--- config.mk ---
export PLATFORM = sky130hd
export DESIGN_NAME = error_sampler
export DESIGN_NICKNAME = d
export VERILOG_FILES = /design/src/rtl/error_sampler.sv
export SDC_FILE = /design/constraint.sdc
export NUM_CORES = 1
export LEC_CHECK = 0
export ABC_AREA = 1
export CAP_MARGIN = 20
export CORE_UTILIZATION = 30
export CTS_CLUSTER_SIZE = 10
export DETAILED_ROUTE_END_ITERATION = 10
export PLACE_DENSITY_LB_ADDON = 0.08
export SETUP_SLACK_MARGIN = 0.4
export SLEW_MARGIN = 20
export SYNTH_ARGS = -nofsm -noshare
export SYNTH_HDL_FRONTEND = slang
export SYNTH_SLANG_ARGS = --single-unit
--- constraint.sdc ---
create_clock -name clk -period 11.8 [get_ports clk]
set_input_delay 3.54 -clock clk [delete_from_list [all_inputs] [get_ports clk]]
set_output_delay 3.54 -clock clk [all_outputs]
set_load 0.02 [all_outputs]
--- src/rtl/error_sampler.sv ---
// error_sampler: samples a plant measurement on a programmable hold
// period, optionally smooths it with a 4-tap moving average, and produces
// a saturated 6-bit two's-complement error (setpoint - measurement) that
// is held constant between captures for the downstream multiplier.
//
// Ports:
//   clk           rising-edge clock
//   rst_n         asynchronous active-low reset
//   ena           clock enable; all state holds while low
//   setpoint      unsigned target value
//   measured      unsigned plant measurement
//   filt_en       1: use 4-tap moving average, 0: use raw sample
//   period        hold length minus 1 (each e held period+1 enabled cycles)
//   e             registered saturated error, two's complement
//   sample_strobe one-cycle pulse in the cycle e takes a new value
`timescale 1ns/1ps

module error_sampler (
  input  logic       clk,
  input  logic       rst_n,
  input  logic       ena,
  input  logic [5:0] setpoint,
  input  logic [5:0] measured,
  input  logic       filt_en,
  input  logic [5:0] period,
  output logic [5:0] e,
  output logic       sample_strobe
);

  localparam int unsigned W    = 6;
  localparam int unsigned DW   = W + 1;
  localparam int unsigned SUMW = 8;
  localparam int unsigned NTAP = 4;

  localparam logic [1:0] IDLE  = 2'd0;
  localparam logic [1:0] PRIME = 2'd1;
  localparam logic [1:0] RUN   = 2'd2;

  logic [1:0]                state, state_nxt;
  logic [W-1:0]              cnt, cnt_nxt;
  logic [NTAP-1:0][W-1:0]    taps, taps_nxt;
  logic [W-1:0]              e_nxt;
  logic                      strobe_nxt;

  logic                      capture;
  logic [SUMW-1:0]           sum;
  logic [W-1:0]              avg;
  logic [W-1:0]              m;
  logic signed [DW-1:0]      d;

  // Next-state and datapath: capture happens on the PRIME edge and on
  // every RUN edge whose hold counter has reached zero.
  always_comb begin
    state_nxt  = state;
    cnt_nxt    = cnt;
    taps_nxt   = taps;
    e_nxt      = e;
    strobe_nxt = 1'b0;
    capture    = 1'b0;
    sum        = '0;
    avg        = '0;
    m          = '0;
    d          = '0;

    if (ena) begin
      case (state)
        IDLE: begin
          state_nxt = PRIME;
        end
        PRIME: begin
          state_nxt = RUN;
          // Fill every tap so the first average equals the measurement.
          taps_nxt  = {NTAP{measured}};
          capture   = 1'b1;
        end
        RUN: begin
          if (cnt == '0) begin
            taps_nxt = {taps[NTAP-2:0], measured};
            capture  = 1'b1;
          end else begin
            cnt_nxt = cnt - W'(1);
          end
        end
        default: begin
          state_nxt = IDLE;
        end
      endcase
    end

    if (capture) begin
      // Average over the post-shift taps, so it includes this sample.
      sum = SUMW'(taps_nxt[0]) + SUMW'(taps_nxt[1])
          + SUMW'(taps_nxt[2]) + SUMW'(taps_nxt[3]);
      avg = W'(sum >> 2);
      m   = filt_en ? avg : measured;
      d   = $signed({1'b0, setpoint}) - $signed({1'b0, m});

      if (d > DW'(31))
        e_nxt = 6'b011111;
      else if (d < -DW'(32))
        e_nxt = 6'b100000;
      else
        e_nxt = d[W-1:0];

      strobe_nxt = 1'b1;
      cnt_nxt    = period;
    end
  end

  // State and output registers.
  always_ff @(posedge clk or negedge rst_n) begin
    if (!rst_n) begin
      state         <= IDLE;
      cnt           <= '0;
      taps          <= '0;
      e             <= '0;
      sample_strobe <= 1'b0;
    end else begin
      state         <= state_nxt;
      cnt           <= cnt_nxt;
      taps          <= taps_nxt;
      e             <= e_nxt;
      sample_strobe <= strobe_nxt;
    end
  end

endmodule

==> results.sh <==
export IMPL_status="finished, final reports clean"
export IMPL_worst_slack_ps=3180
export IMPL_cp_arrival_ps=8810
export IMPL_skew_ps=6.05
export IMPL_hold_viol=0
export IMPL_dieArea_um2=9110
export IMPL_clock_latency_ps=290
export IMPL_viasPerCell=4.57
export IMPL_syn_to_final_growth_pct=16.8
export IMPL_grt_pass1_wl_mm=10.2
export IMPL_antenna_found_initial=0
export IMPL_fin_crit_ps=8620
export IMPL_yosysMostFrequentCell="nand2_1"
export IMPL_cap_violations=0
export IMPL_grt_overflow=0
export IMPL_synth_largest_area_cell="dfrtp_1"
export IMPL_cts_reportedPaths_clkPinSlew_ps=80
export IMPL_yosys_area_top_type_share=0.372
export IMPL_holdPathStages=2
export IMPL_core_area_um2=8340
export IMPL_cts_tree="done"
export IMPL_avgSynthCellArea_um2=8.21
export IMPL_h_tree_depth=2
export IMPL_drt_total_wl_mm=5.81
export IMPL_tns_ps=0
export IMPL_cts_made_buffers=5
export IMPL_min_period_over_period=0.731
export IMPL_grt_util_met2=0.239
export IMPL_synth_area_leaders="dfrtp_1, nand2_1, fa_1"
export IMPL_drc=0
export IMPL_place_port_buffers=28
export IMPL_ys_types=34
export IMPL_chipHeight_um=95.5
export IMPL_io_pins=29
export IMPL_netlist_top_cells_count="nand2_1, dfrtp_1, inv_1"
export IMPL_num_vias=2068
export IMPL_ys_async_sr_fraction=1.00
export IMPL_nets=398
export IMPL_syn_inst=319
export IMPL_n_antenna_cell=0
export IMPL_die_x_um=95.5
export IMPL_clock_sinks=39
export IMPL_ys_seq_area_frac=0.372
export IMPL_finalMaxSlewViolations=0
export IMPL_powerDensity_nw_per_um2=299
export IMPL_pre_cts_ws_ps=2860
export IMPL_fillCellCount=905
export IMPL_grt_use_met3=0.0255
export IMPL_grt_pass1_vias=2134
export IMPL_layout_drive_gt1_share=0.0603
export IMPL_post_cts_buffers=0
export IMPL_ys_warn_count=0
export IMPL_globalplace_congestion=0.799
export IMPL_num_rows=33
export IMPL_ys_seq_elements=39
export IMPL_dp_final_hpwl_mm=4.49
export IMPL_critPathKind="primary input to flop"
export IMPL_timing_fmax_ghz=0.116
export IMPL_setup_viol=0
export IMPL_grt_max_degree=40
export IMPL_syn_num_nets=370
export IMPL_holdBufCountCts=0
export IMPL_slew_headroom=0.403
export IMPL_clockRootBuffer="clkbuf_8"
export IMPL_cts_resized=0
export IMPL_top_usage_layer="met2"
export IMPL_cp_required_ps=11990
export IMPL_met1_usage=0.202
export IMPL_startpoint_type="primary input"
export IMPL_drt_initial_drc_count=45
export IMPL_syn_cell_area_um2=2620
export IMPL_worst_slew_pin_slew_ps=896
export IMPL_fin_cells=453
export IMPL_first_pass_iters=4
export IMPL_cts_path_max_buffers=2
export IMPL_placedCellCount=445
export IMPL_p_leak_nw=1.54
export IMPL_synth_edff_count=0
export IMPL_hp_class="flop to flop"
export IMPL_rsz0062_at_grt="no"
export IMPL_synth_flop_cell="dfrtp_1"
export IMPL_timing_hold_ws_ps=486
export IMPL_end_kind="flop"
export IMPL_wire_per_inst_um=12.8
export IMPL_grt_usage=0.149
export IMPL_rr_worst_depth=25
export IMPL_initial_utilization=0.314
export IMPL_crit_fanout=20
export IMPL_ant_nets=0
export IMPL_vdd_drop_max_mv=0.129
==> flip-flops by register name (all words and copies together), names as in the netlist <==
name and flops:
cnt 6, e 6, sample_strobe 1, state 2, taps 24
==> final timing paths <==
kind	startpoint	end	slack, ps
max in group asynchronous	rst_n	taps[3]	7870
worst min-delay path	e[1]	e[1]	490
worst max-delay path	ena	e[1]	3180
worst min register to register	e[1]	e[1]	490
worst max register to register	state[1]	e[1]	6150
min in group asynchronous	rst_n	cnt[2]	3370
==> through the flow <==
stage / total power (W) / cell area (µm²) / util
global placement: 0.000842 / 2980 / 0.357
detailed placement: 0.000835 / 2980 / 0.357
global route: 0.00104 / 3060 / 0.367
CTS: 0.000932 / 3060 / 0.367
finish: 0.000914 / 3060 / 0.367
floorplan: 0.000689 / 2620 / -
==> kinds of logic (layout without fill, tap and decap cells) <==
group / Yosys count / after routing / share of synthesized area
AND/OR/NAND/NOR: 121 / 121 / 0.192
AO/OA/AOI/OAI: 75 / 75 / 0.160
buffers and inverters: 49 / 78 / 0.0793
flip-flops: 39 / 39 / 0.372
adder cells (fa/ha/maj): 29 / 29 / 0.176
XOR/XNOR: 6 / 6 / 0.0201
==> cell usage in the layout (no fill, tap or decap), drive strengths merged <==
master          n
o21ai          38
clkbuf          7
o31ai           1
xor2            2
a211oi          1
a21o            1
a22oi           3
nor3            3
xnor2           4
clkinv          1
clkdlybuf4s50  27
buf             1
fa             13
o22ai           1
dfrtp          39
a21oi          23
a21boi          1
ha             16
nand3          12
a22o            3
nand4           1
nand2          88
nor2           15
or2             2
inv            42
a31oi           3
==> critical path, stage by stage <==
cell and delay, ps:
clkdlybuf4s50_1 460, nand2_1 410, inv_2 150, o21ai_4 200, inv_2 270, a22o_1 280, fa_1 560, fa_1 430
ha_1 370, a21oi_1 260, nor3_1 90, a211oi_1 240, nand3_1 120, nand3_1 90, nand2_1 60, ha_1 350
nand2_1 90, or2_2 310, nand4_1 110, nand2_1 70, nand2_1 140, nand2_1 80, nand2_1 70, nand2_1 40
==> report_power, final <==
group | total [W] | switching, W | internal, W
Combinational | 0.000613 | 0.000372 | 0.000241
Sequential | 0.000211 | 0.0000286 | 0.000183
Clock | 0.0000896 | 0.0000480 | 0.0000416
==> layout make-up <==
cell class / instances / area [µm²] / share of cell area
clock buffers: 7 / 76.3 / 0.0249
inverters: 42 / 160 / 0.0523
well taps: 105 / 131 / 0.0429
flip-flops and latches: 39 / 976 / 0.319
repair buffers: 28 / 275 / 0.0899
multi-input cells: 231 / 1440 / 0.469
clock inverters: 1 / 5.00 / 0.00164
==> routing by layer <==
metal | wire [µm] | vias up | part of all wire
li1 | - | 1086 | -
met1 | 2920 | 954 | 0.50
met2 | 2660 | 21 | 0.46
met3 | 149 | 7 | 0.026
met4 | 78 | 0 | 0.013
met5 | 0 | - | 0
No activity file was read; power rests on OpenSTA's default activity.
